## config.mk

```make
export PLATFORM = sky130hd
export DESIGN_NAME = pipelined_control_unit_flat
export DESIGN_NICKNAME = d
export VERILOG_FILES = /design/src/rtl/pipelined_control_unit_if.sv /design/src/rtl/pipelined_control_unit.sv /design/src/flat_wrapper.sv
export SDC_FILE = /design/constraint.sdc
export NUM_CORES = 1
export LEC_CHECK = 0
export ABC_AREA = 1
export CORE_MARGIN = 5
export CORE_UTILIZATION = 44
export DETAILED_ROUTE_END_ITERATION = 7
export PLACE_DENSITY_LB_ADDON = 0.25
export SYNTH_ARGS = -nofsm -noshare
export SYNTH_HDL_FRONTEND = slang
export SYNTH_SLANG_ARGS = --single-unit
```

## constraint.sdc

```tcl
create_clock -name clk -period 1.3 [get_ports clk]
set_clock_uncertainty 0.15 [all_clocks]
set_input_delay 0.13 -clock clk [delete_from_list [all_inputs] [get_ports clk]]
set_output_delay 0.13 -clock clk [all_outputs]
set_load 0.02 [all_outputs]
```

## src/rtl/pipelined_control_unit_if.sv

```systemverilog
// ID-side request/handshake and per-stage control outputs of pipelined_control_unit.
// master = ID stage / environment, slave = control unit.
interface pipelined_control_unit_if #(
  parameter int ALU_OP_W = 5
);
  logic                id_valid;
  logic                id_ready;
  logic [6:0]          opcode;
  logic [2:0]          funct3;
  logic                funct7_b5;
  logic                mul_inst;
  logic                flush;
  logic                ex_valid;
  logic [ALU_OP_W-1:0] ex_alu_op;
  logic                ex_branch_inst;
  logic                ex_jump_inst;
  logic                ex_reg_reg_inst;
  logic                ex_illegal;
  logic                mem_valid;
  logic                mem_load_inst;
  logic                mem_store_inst;
  logic                mem_reg_write;
  logic                wb_valid;
  logic                wb_load_inst;
  logic                wb_reg_write;
  logic                mc_busy;

  modport master (
    output id_valid, opcode, funct3, funct7_b5, mul_inst, flush,
    input  id_ready, ex_valid, ex_alu_op, ex_branch_inst, ex_jump_inst,
           ex_reg_reg_inst, ex_illegal, mem_valid, mem_load_inst,
           mem_store_inst, mem_reg_write, wb_valid, wb_load_inst,
           wb_reg_write, mc_busy
  );

  modport slave (
    input  id_valid, opcode, funct3, funct7_b5, mul_inst, flush,
    output id_ready, ex_valid, ex_alu_op, ex_branch_inst, ex_jump_inst,
           ex_reg_reg_inst, ex_illegal, mem_valid, mem_load_inst,
           mem_store_inst, mem_reg_write, wb_valid, wb_load_inst,
           wb_reg_write, mc_busy
  );
endinterface

```

## src/rtl/pipelined_control_unit.sv

```systemverilog
// RV32IM control decode carried through EX/MEM/WB with multi-cycle MUL/DIV stall and flush.
// Optional feature: define CU_DIV_EN to decode DIV (DIV_CYCLES occupancy); otherwise DIV is illegal.
module pipelined_control_unit #(
  parameter int ALU_OP_W   = 5,
  parameter int MUL_CYCLES = 3,
  parameter int DIV_CYCLES = 16
) (
  input  logic                      clk,
  input  logic                      reset,
  pipelined_control_unit_if.slave   bus
);

  typedef enum logic [ALU_OP_W-1:0] {
    OP_NOP   = ALU_OP_W'(0),
    OP_ADD   = ALU_OP_W'(1),
    OP_SUB   = ALU_OP_W'(2),
    OP_XOR   = ALU_OP_W'(3),
    OP_OR    = ALU_OP_W'(4),
    OP_AND   = ALU_OP_W'(5),
    OP_SLL   = ALU_OP_W'(6),
    OP_SRL   = ALU_OP_W'(7),
    OP_SRA   = ALU_OP_W'(8),
    OP_SLT   = ALU_OP_W'(9),
    OP_SLTU  = ALU_OP_W'(10),
    OP_AUI   = ALU_OP_W'(11),
    OP_AUIPC = ALU_OP_W'(12),
    OP_MUL   = ALU_OP_W'(13),
    OP_DIV   = ALU_OP_W'(14)
  } alu_op_e;

  typedef enum logic {
    S_IDLE,
    S_BUSY
  } state_e;

  typedef struct packed {
    logic [ALU_OP_W-1:0] alu_op;
    logic                branch;
    logic                jump;
    logic                reg_reg;
    logic                illegal;
    logic                load;
    logic                store;
    logic                reg_write;
    logic                is_mul;
    logic                is_div;
  } ctl_t;

  localparam int MAX_CYC = (MUL_CYCLES > DIV_CYCLES) ? MUL_CYCLES : DIV_CYCLES;
  localparam int CNT_W   = (MAX_CYC > 2) ? $clog2(MAX_CYC - 1) : 1;
  localparam logic [CNT_W-1:0] MUL_LOAD = CNT_W'((MUL_CYCLES > 2) ? MUL_CYCLES - 2 : 0);
  localparam logic [CNT_W-1:0] DIV_LOAD = CNT_W'((DIV_CYCLES > 2) ? DIV_CYCLES - 2 : 0);
  localparam logic MUL_STALLS = (MUL_CYCLES > 1);
  localparam logic DIV_STALLS = (DIV_CYCLES > 1);

  ctl_t             dec;
  state_e           state, state_n;
  logic [CNT_W-1:0] cnt, cnt_n;
  logic             capture, start_mc, hold_ex, mem_bubble;

  logic                ex_valid_q, ex_branch_q, ex_jump_q, ex_reg_reg_q, ex_illegal_q;
  logic                ex_load_q, ex_store_q, ex_reg_write_q;
  logic [ALU_OP_W-1:0] ex_alu_op_q;
  logic                mem_valid_q, mem_load_q, mem_store_q, mem_reg_write_q;
  logic                wb_valid_q, wb_load_q, wb_reg_write_q;

  always_comb begin
    dec        = '0;
    dec.alu_op = OP_NOP;
    if (bus.opcode[1:0] != 2'b11) begin
      dec.illegal = 1'b1;
    end else begin
      unique case (bus.opcode)
        7'b0000011: begin
          dec.load      = 1'b1;
          dec.reg_write = 1'b1;
          dec.alu_op    = OP_ADD;
        end
        7'b0010011: begin
          dec.reg_write = 1'b1;
          unique case (bus.funct3)
            3'b000:  dec.alu_op = OP_ADD;
            3'b001:  dec.alu_op = OP_SLL;
            3'b010:  dec.alu_op = OP_SLT;
            3'b011:  dec.alu_op = OP_SLTU;
            3'b100:  dec.alu_op = OP_XOR;
            3'b101:  dec.alu_op = bus.funct7_b5 ? OP_SRA : OP_SRL;
            3'b110:  dec.alu_op = OP_OR;
            default: dec.alu_op = OP_AND;
          endcase
        end
        7'b0010111: begin
          dec.alu_op    = OP_AUIPC;
          dec.reg_write = 1'b1;
        end
        7'b0110111: begin
          dec.alu_op    = OP_AUI;
          dec.reg_write = 1'b1;
        end
        7'b0100011: begin
          dec.store  = 1'b1;
          dec.alu_op = OP_ADD;
        end
        7'b0110011: begin
          if (!bus.mul_inst) begin
            dec.reg_reg   = 1'b1;
            dec.reg_write = 1'b1;
            unique case (bus.funct3)
              3'b000:  dec.alu_op = bus.funct7_b5 ? OP_SUB : OP_ADD;
              3'b001:  dec.alu_op = OP_SLL;
              3'b010:  dec.alu_op = OP_SLT;
              3'b011:  dec.alu_op = OP_SLTU;
              3'b100:  dec.alu_op = OP_XOR;
              3'b101:  dec.alu_op = bus.funct7_b5 ? OP_SRA : OP_SRL;
              3'b110:  dec.alu_op = OP_OR;
              default: dec.alu_op = OP_AND;
            endcase
          end else if (bus.funct3 == 3'b000) begin
            dec.alu_op    = OP_MUL;
            dec.reg_reg   = 1'b1;
            dec.reg_write = 1'b1;
            dec.is_mul    = 1'b1;
`ifdef CU_DIV_EN
          end else if (bus.funct3 == 3'b100) begin
            dec.alu_op    = OP_DIV;
            dec.reg_reg   = 1'b1;
            dec.reg_write = 1'b1;
            dec.is_div    = 1'b1;
`endif
          end else begin
            dec.illegal = 1'b1;
          end
        end
        7'b1100011: begin
          dec.branch = 1'b1;
          dec.alu_op = OP_SUB;
        end
        7'b1101111, 7'b1100111: begin
          dec.jump      = 1'b1;
          dec.alu_op    = OP_ADD;
          dec.reg_write = 1'b1;
        end
        default: dec.illegal = 1'b1;
      endcase
    end
  end

  // In BUSY the final (cnt == 0) cycle releases EX into MEM unless a flush kills it.
  always_comb begin
    capture    = bus.id_valid && (state == S_IDLE) && !bus.flush;
    start_mc   = capture && ((dec.is_mul && MUL_STALLS) || (dec.is_div && DIV_STALLS));
    hold_ex    = (state == S_BUSY) && (cnt != '0) && !bus.flush;
    mem_bubble = (state == S_BUSY) && ((cnt != '0) || bus.flush);
    state_n    = state;
    cnt_n      = cnt;
    if (bus.flush) begin
      state_n = S_IDLE;
      cnt_n   = '0;
    end else begin
      unique case (state)
        S_IDLE: begin
          if (start_mc) begin
            state_n = S_BUSY;
            cnt_n   = dec.is_div ? DIV_LOAD : MUL_LOAD;
          end
        end
        default: begin
          if (cnt == '0) state_n = S_IDLE;
          else           cnt_n   = cnt - CNT_W'(1);
        end
      endcase
    end
  end

  always_ff @(posedge clk or negedge reset) begin
    if (!reset) begin
      state <= S_IDLE;
      cnt   <= '0;
    end else begin
      state <= state_n;
      cnt   <= cnt_n;
    end
  end

  always_ff @(posedge clk or negedge reset) begin
    if (!reset) begin
      ex_valid_q     <= 1'b0;
      ex_alu_op_q    <= OP_NOP;
      ex_branch_q    <= 1'b0;
      ex_jump_q      <= 1'b0;
      ex_reg_reg_q   <= 1'b0;
      ex_illegal_q   <= 1'b0;
      ex_load_q      <= 1'b0;
      ex_store_q     <= 1'b0;
      ex_reg_write_q <= 1'b0;
    end else if (!hold_ex) begin
      ex_valid_q     <= capture;
      ex_alu_op_q    <= capture ? dec.alu_op : OP_NOP;
      ex_branch_q    <= capture && dec.branch;
      ex_jump_q      <= capture && dec.jump;
      ex_reg_reg_q   <= capture && dec.reg_reg;
      ex_illegal_q   <= capture && dec.illegal;
      ex_load_q      <= capture && dec.load;
      ex_store_q     <= capture && dec.store;
      ex_reg_write_q <= capture && dec.reg_write;
    end
  end

  always_ff @(posedge clk or negedge reset) begin
    if (!reset) begin
      mem_valid_q     <= 1'b0;
      mem_load_q      <= 1'b0;
      mem_store_q     <= 1'b0;
      mem_reg_write_q <= 1'b0;
      wb_valid_q      <= 1'b0;
      wb_load_q       <= 1'b0;
      wb_reg_write_q  <= 1'b0;
    end else begin
      mem_valid_q     <= ex_valid_q     && !mem_bubble;
      mem_load_q      <= ex_load_q      && !mem_bubble;
      mem_store_q     <= ex_store_q     && !mem_bubble;
      mem_reg_write_q <= ex_reg_write_q && !mem_bubble;
      wb_valid_q      <= mem_valid_q;
      wb_load_q       <= mem_load_q;
      wb_reg_write_q  <= mem_reg_write_q;
    end
  end

  assign bus.id_ready        = (state == S_IDLE);
  assign bus.mc_busy         = (state == S_BUSY);
  assign bus.ex_valid        = ex_valid_q;
  assign bus.ex_alu_op       = ex_alu_op_q;
  assign bus.ex_branch_inst  = ex_branch_q;
  assign bus.ex_jump_inst    = ex_jump_q;
  assign bus.ex_reg_reg_inst = ex_reg_reg_q;
  assign bus.ex_illegal      = ex_illegal_q;
  assign bus.mem_valid       = mem_valid_q;
  assign bus.mem_load_inst   = mem_load_q;
  assign bus.mem_store_inst  = mem_store_q;
  assign bus.mem_reg_write   = mem_reg_write_q;
  assign bus.wb_valid        = wb_valid_q;
  assign bus.wb_load_inst    = wb_load_q;
  assign bus.wb_reg_write    = wb_reg_write_q;

endmodule

```

## src/flat_wrapper.sv

```systemverilog
// flat-port wrapper written by rule: the top's interface ports become plain ports
module pipelined_control_unit_flat 
#(
  parameter int ALU_OP_W   = 5,
  parameter int MUL_CYCLES = 3,
  parameter int DIV_CYCLES = 16
)
  (clk, reset, bus_id_valid, bus_opcode, bus_funct3, bus_funct7_b5, bus_mul_inst, bus_flush, bus_id_ready, bus_ex_valid, bus_ex_alu_op, bus_ex_branch_inst, bus_ex_jump_inst, bus_ex_reg_reg_inst, bus_ex_illegal, bus_mem_valid, bus_mem_load_inst, bus_mem_store_inst, bus_mem_reg_write, bus_wb_valid, bus_wb_load_inst, bus_wb_reg_write, bus_mc_busy);
  pipelined_control_unit_if #(.ALU_OP_W(ALU_OP_W)) bus_i ();
  input  logic clk;
  input  logic reset;
  input wire logic [$bits(bus_i.id_valid)-1:0] bus_id_valid;
  input wire logic [$bits(bus_i.opcode)-1:0] bus_opcode;
  input wire logic [$bits(bus_i.funct3)-1:0] bus_funct3;
  input wire logic [$bits(bus_i.funct7_b5)-1:0] bus_funct7_b5;
  input wire logic [$bits(bus_i.mul_inst)-1:0] bus_mul_inst;
  input wire logic [$bits(bus_i.flush)-1:0] bus_flush;
  output wire logic [$bits(bus_i.id_ready)-1:0] bus_id_ready;
  output wire logic [$bits(bus_i.ex_valid)-1:0] bus_ex_valid;
  output wire logic [$bits(bus_i.ex_alu_op)-1:0] bus_ex_alu_op;
  output wire logic [$bits(bus_i.ex_branch_inst)-1:0] bus_ex_branch_inst;
  output wire logic [$bits(bus_i.ex_jump_inst)-1:0] bus_ex_jump_inst;
  output wire logic [$bits(bus_i.ex_reg_reg_inst)-1:0] bus_ex_reg_reg_inst;
  output wire logic [$bits(bus_i.ex_illegal)-1:0] bus_ex_illegal;
  output wire logic [$bits(bus_i.mem_valid)-1:0] bus_mem_valid;
  output wire logic [$bits(bus_i.mem_load_inst)-1:0] bus_mem_load_inst;
  output wire logic [$bits(bus_i.mem_store_inst)-1:0] bus_mem_store_inst;
  output wire logic [$bits(bus_i.mem_reg_write)-1:0] bus_mem_reg_write;
  output wire logic [$bits(bus_i.wb_valid)-1:0] bus_wb_valid;
  output wire logic [$bits(bus_i.wb_load_inst)-1:0] bus_wb_load_inst;
  output wire logic [$bits(bus_i.wb_reg_write)-1:0] bus_wb_reg_write;
  output wire logic [$bits(bus_i.mc_busy)-1:0] bus_mc_busy;
  assign bus_i.id_valid = bus_id_valid;
  assign bus_i.opcode = bus_opcode;
  assign bus_i.funct3 = bus_funct3;
  assign bus_i.funct7_b5 = bus_funct7_b5;
  assign bus_i.mul_inst = bus_mul_inst;
  assign bus_i.flush = bus_flush;
  assign bus_id_ready = bus_i.id_ready;
  assign bus_ex_valid = bus_i.ex_valid;
  assign bus_ex_alu_op = bus_i.ex_alu_op;
  assign bus_ex_branch_inst = bus_i.ex_branch_inst;
  assign bus_ex_jump_inst = bus_i.ex_jump_inst;
  assign bus_ex_reg_reg_inst = bus_i.ex_reg_reg_inst;
  assign bus_ex_illegal = bus_i.ex_illegal;
  assign bus_mem_valid = bus_i.mem_valid;
  assign bus_mem_load_inst = bus_i.mem_load_inst;
  assign bus_mem_store_inst = bus_i.mem_store_inst;
  assign bus_mem_reg_write = bus_i.mem_reg_write;
  assign bus_wb_valid = bus_i.wb_valid;
  assign bus_wb_load_inst = bus_i.wb_load_inst;
  assign bus_wb_reg_write = bus_i.wb_reg_write;
  assign bus_mc_busy = bus_i.mc_busy;
  pipelined_control_unit #(.ALU_OP_W(ALU_OP_W), .MUL_CYCLES(MUL_CYCLES), .DIV_CYCLES(DIV_CYCLES)) u_core (.clk(clk), .reset(reset), .bus(bus_i));
endmodule
```

Yosys cells after proc, flatten, opt, wreduce, memory -nomap -nowiden
Cells that the tools add are included.
Word-level totals
  register bits: 25
  bits in latches: 0
  memory bits (writable): 0
  bits in read-only memories: 0
  input bits: 16
  output and inout port bits: 19
  logic and storage cells: 100
  memories kept: 0
Operators by class
  add/subtract/negate cells: 1
  $mul: 0
  div/mod/pow operators: 0
  magnitude comparators: 0
  equal/unequal tests: 17
  shift operators: 0
  multiplexer cells: 34
  bitwise gates (word level): 1
  reductions and logical operators: 29
Operators by type and width (number)
  $pmux W5 S7: 2
  $pmux W5 S6: 1
  $mux W4: 7
  $eq A7 B6 Y1 const B: 3
  $eq A7 B7 Y1 const B: 3
  $logic_and A1 B1 Y1: 17
  $mux W1: 17
  $eq A7 B5 Y1 const B: 2
  $mux W5: 2
  $eq A3 B3 Y1 const B: 3
  $mux W8: 1
  $reduce_or A8 Y1: 1
  $eq A7 B2 Y1 const B: 1
  $eq A3 B2 Y1 const B: 2
  $reduce_or A6 Y1: 1
  $logic_not A4 Y1: 1
  $mux W2: 2
  $pmux W1 S2: 2
  $reduce_bool A4 Y1: 1
  $reduce_or A4 Y1: 1
  $sub A4 B1 Y4 const B: 1
  $eq A3 B1 Y1 const B: 1
  $logic_not A3 Y1: 1
  $ne A3 B3 Y1 const B: 1
  other kinds (7): 8

Logic depth before layout (Yosys ltp)
  word-level depth: 9
  mapped depth: 10

Least setup slack after synthesis
No wires, ideal clock.
  path kind: register -> register
  start: register u_core.state, in the netlist u_core.bus.mc_busy
  end: register u_core.cnt[0]
  arrival time: 1.243 ns
  required time: 1.033 ns
  path slack: -0.210 ns
  cell stages (with the launch flop): 9
  cells stage by stage: dfrtp_1 -> inv_4 -> nand2_4 -> nor2_8 -> nand3_4 -> nand2_4 -> nand2_4 -> nand3_1 -> nand2_1
Between the ends
  word-level cells in the longest chain between the ends: 6
RTL lines
  start, declared: RTL line pipelined_control_unit.sv:57  | state_e state, state_n;
  start signal, assigned: RTL line pipelined_control_unit.sv:180  | state <= state_n;
  $not A1 Y1
  named net bus_id_ready: RTL line flat_wrapper.sv:18  | output wire logic [$bits(bus_i.id_ready)-1:0] bus_id_ready;
  $logic_and A1 B1 Y1 (2 in a row): RTL line pipelined_control_unit.sv:150  | capture = bus.id_valid && (state == S_IDLE) && !bus.flush;
  $logic_and A1 B1 Y1: RTL line pipelined_control_unit.sv:151  | start_mc = capture && ((dec.is_mul && MUL_STALLS) || (dec.is_div && DIV_STALLS));
  $reduce_bool A3 Y1 (no source line)
  $reduce_and A2 Y1 (no source line)
  end signal, assigned: RTL line pipelined_control_unit.sv:181  | cnt <= cnt_n;
  end, declared: RTL line pipelined_control_unit.sv:58  | logic [CNT_W-1:0] cnt, cnt_n;
The timed path passes the listed nets, and every way through them passes these cells.
A chain may end at the register's enable or synchronous reset.

Worst setup path after layout
  start: register u_core.cnt[1]
  end: register u_core.cnt[2]
Between the ends
  word-level cells in the longest chain between the ends: 4
RTL lines
  $sub A4 B1 Y4: RTL line pipelined_control_unit.sv:169  | else cnt_n = cnt - CNT_W'(1);
  $mux W4: RTL line pipelined_control_unit.sv:168  | if (cnt == '0) state_n = S_IDLE;
  $mux W4: RTL line pipelined_control_unit.sv:160  | unique case (state)
  $mux W4: RTL line pipelined_control_unit.sv:156  | if (bus.flush) begin
Several ways; a longest one is shown, not always the timed one. The select of a mux whose other input is x is not followed.

==> qor_table.md <==
| Item | Value | Unit |
| --- | --- | --- |
| Root cell of the clock tree | clkbuf_4 | - |
| Outcome | finished with violations | - |
| FF+latch count, synth | 24 | - |
| DRC Markers | 0 | - |
| Number of slew-limit violations in the final report | 0 | - |
| TritonCTS Buffers | 3 | - |
| Worst setup path category | flop to flop | - |
| Area of the core | 3053 | µm² |
| Mapped cell area | 1410 | µm² |
| Maximum number of pins on one net before global-route repair | 25 | - |
| Num rows | 20 | - |
| CTS tree | built | - |
| Final design area excluding fillers | 2230 | µm² |
| Setup Viol. Count Final | 22 | - |
| Power density over the cells | 733.2 | nW/µm² |
| Fraction of power consumed by combinational cells | 20.0 | % |
| Clock share of power | 33.3 | % |
| Path type of the worst min-delay path | primary input to flop | - |
| Depth of the CTS H-tree | 1 | - |
| Global-route wire length before repair | 6.313 | mm |
| Unrepaired setup endpoints after global routing | true | - |
| Post-placement cell count | 281 | - |
| Min Tclk post-route | 1.432 | ns |
| Die footprint | 4437 | µm² |
| Switching fraction of total power | 24.95 | % |
| Post-Syn Nets | 198 | - |
| Total via count in the routed design | 1455 | - |
| Most common library cell in the layout ignoring fill and taps | nand2_1 | - |
| Count of buffers inserted at the top-level ports | 33 | - |
| Avg Synthesized Cell Area | 7.834 | µm² |
| Share of the clock period used by the worst path | 110.2 | % |
| Max_cap viols | 0 | - |
| Clock transition at the registers of the reported paths | 0.14 | ns |
| Leakage Power | 1.182 | nW |
| Number of instances in the synthesized netlist | 180 | - |
| HPWL reported at the end of detailed placement | 2.780 | mm |
| Placed Instance Area | 1994 | µm² |
| Biggest cell delay along the critical path | 0.40 | ns |
| Category of cells accounting for the largest share of critical-path delay | simple AND/OR/NAND/NOR gates | - |
| CP most frequent cell | nand2_1 | - |
| Iter 0 DRT Violations | 84 | - |
| Switch Pwr | 0.4079 | mW |
| Hold violation total from the final report | 0 | - |
| Vertical die dimension | 66.61 | µm |
| Top Ports | 35 | - |
| Overflow left after global routing | 0 | - |
| Drt first pass iters | 5 | - |
| Filler Cells Inserted | 235 | - |
| Fraction of the yosys area taken by sequential cells | 42.59 | % |
| Antenna fix cells | 0 | - |
| Detailed-route vias per instance | 4.899 | - |
| Max Fanout on Critical Path | 2 | - |
| Area Growth Syn to Fin | 58.12 | % |
| Net count of the finished layout | 272 | - |
| Detailed-route wire length | 3.824 | mm |
| P_int | 1.227 | mW |
| Fin cells | 297 | - |
| Ys Warns | 0 | - |
| Max Root-Sink Buffers | 2 | - |
| Via count of the first global-routing pass | 1437 | - |
| Initial antenna violation count | 0 | - |
| Count of unique library cells instantiated by Yosys | 30 | - |
| Critical Path Start Type | flop | - |
| Req. time, crit path | 1.42 | ns |
| Crit path buf inv count | 3 | - |
| Element type at the critical path end | flop | - |
| Cell-by-cell trace of the critical path | inv_2, buf_4, ha_4, nand2_1, inv_1, nor4_2, nand2_1, nand2_1 | - |
| Average routed wire per standard cell | 12.88 | µm |
| Clock latency at the later pin of the worst-skew pair | 0.32 | ns |
| Final ANT Viol Nets | 0 | - |
| Final worst slack | -0.1320 | ns |
| Worst path slowest cell | dfrtp_1 | - |
| Highest clock frequency the design can meet | 698.3 | MHz |
| Die outline width | 66.61 | µm |
| Worst Path Arrival | 1.55 | ns |
| Proportion of power drawn by flip-flops and latches | 46.7 | % |
| Worst IR Drop VDD | 480.5 | µV |
| Commonest non-fill, non-tap cells in the layout | nand2_1, buf_4, dfrtp_1, nand3_1 | - |
| Num Clock Sinks | 24 | - |
| All-Layer GR Usage | 18.27 | % |
| Weighted congestion reported at the end of routability-driven placement | 0.8469 | - |
| Effective utilization at floorplan | 46.19 | % |
| Violated checks | negative setup slack | - |
| Fraction of layout cells with a size suffix above 1 | 41.90 | % |
| Worst hold slack | 0.1641 | ns |
-- layer usage --
layer / track usage [%] / wire length (µm) / up-vias
met3: 2.192 / 231 / 7
met1: 22.49 / 1487 / 675
met4: 4.822 / 57 / 0
met5: 0 / 0 / -
met2: 33.29 / 2048 / 55
li1: - / - / 718
-- synth_stat cells, drive strengths merged --
master	n	area share (%)
o21ai	6	2.4
ha	2	1.8
o32ai	1	0.62
nor2	23	9.5
inv	23	6.3
buf	2	1.6
nor4	1	0.44
conb	1	0.27
nand4	4	1.8
nor3	2	0.71
a21oi	3	1.1
xor2	1	0.62
nand2	65	20
o211ai	2	1.1
dfrtp	24	43
nand3b	1	0.53
a22o	1	0.62
nand3	18	7.6
-- final timing paths --
| path | slack, ns | from | end | cells past startpoint |
|---|---|---|---|---|
| max | -0.13 | u_core.cnt[1]$_DFFE_PN0P_ | u_core.cnt[2]$_DFFE_PN0P_ | 8 |
| min | 0.16 | bus_opcode[4] | u_core.ex_load_q$_DFFE_PN0N_ | 6 |
| max reg2reg | -0.13 | u_core.cnt[1]$_DFFE_PN0P_ | u_core.cnt[2]$_DFFE_PN0P_ | 8 |
| min reg2reg | 0.24 | u_core.bus.mem_load_inst$_DFF_PN0_ | u_core.bus.wb_load_inst$_DFF_PN0_ | 0 |
| max in group asynchronous | 0.31 | reset | u_core.bus.mc_busy$_DFF_PN0_ | 3 |
| min in group asynchronous | 0.54 | reset | u_core.bus.ex_alu_op[1]$_DFFE_PN0N_ | 3 |
-- state kept, by name (all words and copies together) (netlist names) --
name / flops
u_core.bus.ex_illegal: 1
u_core.bus.ex_valid: 1
u_core.bus.mem_valid: 1
u_core.bus.ex_branch_inst: 1
u_core.ex_load_q: 1
u_core.ex_reg_write_q: 1
u_core.bus.mem_reg_write: 1
u_core.cnt: 4
u_core.bus.ex_reg_reg_inst: 1
u_core.bus.mem_load_inst: 1
u_core.bus.ex_jump_inst: 1
u_core.bus.mc_busy: 1
u_core.bus.wb_reg_write: 1
u_core.bus.mem_store_inst: 1
u_core.bus.wb_load_inst: 1
u_core.bus.ex_alu_op: 4
u_core.ex_store_q: 1
u_core.bus.wb_valid: 1
-- logic make-up after synthesis --
group / share of synthesized area (%)
flops: 42.59
xor+xnor: 0.6212
simple gates: 41.08
fa+ha+maj: 1.774
other cells: 0.2659
buf+inv: 7.897
compound gates: 5.767
-- layout make-up --
cell class	instances	area, µm²	area share, %
timing repair buffer	70	596.8	26.77
timing repair inverter	1	6.256	0.2806
inverter	23	101.3	4.545
multi-input combinational	131	815.8	36.59
clock buffer	3	22.52	1.010
sequential	24	601.8	26.99
tap	44	55.05	2.469
clock inverter	1	30.03	1.347
-- worst register-to-register path, stage by stage (launching register included) --
cell and delay [ns]:
dfrtp_1 0.40, inv_2 0.06, buf_4 0.14, ha_4 0.15, nand2_1 0.06, inv_1 0.05, nor4_2 0.22, nand2_1 0.08
nand2_1 0.07
-- per-stage QoR --
stage	setup slack (ns)	setup TNS (ns)	total power, mW	utilization [%]
final	-0.1320	-1.258	1.635	73.03
after global routing	-0.1769	-2.470	1.710	73.03
after CTS	-0.1351	-1.394	1.624	72.62
after detailed placement	-0.4136	-5.548	1.068	65.33
after global placement	-0.3183	-4.462	1.059	65.33
after floorplan	-0.1435	-0.7204	0.9058	-
-- what timing repair did --
item	in CTS	in global routing
pin swaps	11	8
gates resized for setup	79	28
setup endpoints to repair	38	38
hold buffers	1	0
endpoints found under the hold margin	10	0
setup buffers	4	6
cloned	1	0
-- power by group through the flow --
| stage | Combinational, mW | Sequential (mW) | Clock [mW] |
|---|---|---|---|
| after global routing | 0.357 | 0.765 | 0.587 |
| after floorplan | 0.117 | 0.789 | 0 |
| final | 0.327 | 0.764 | 0.544 |
| after CTS | 0.314 | 0.765 | 0.545 |
| after detailed placement | 0.290 | 0.778 | 0 |
| after global placement | 0.282 | 0.777 | 0 |
No activity file was read; power rests on OpenSTA's default activity.
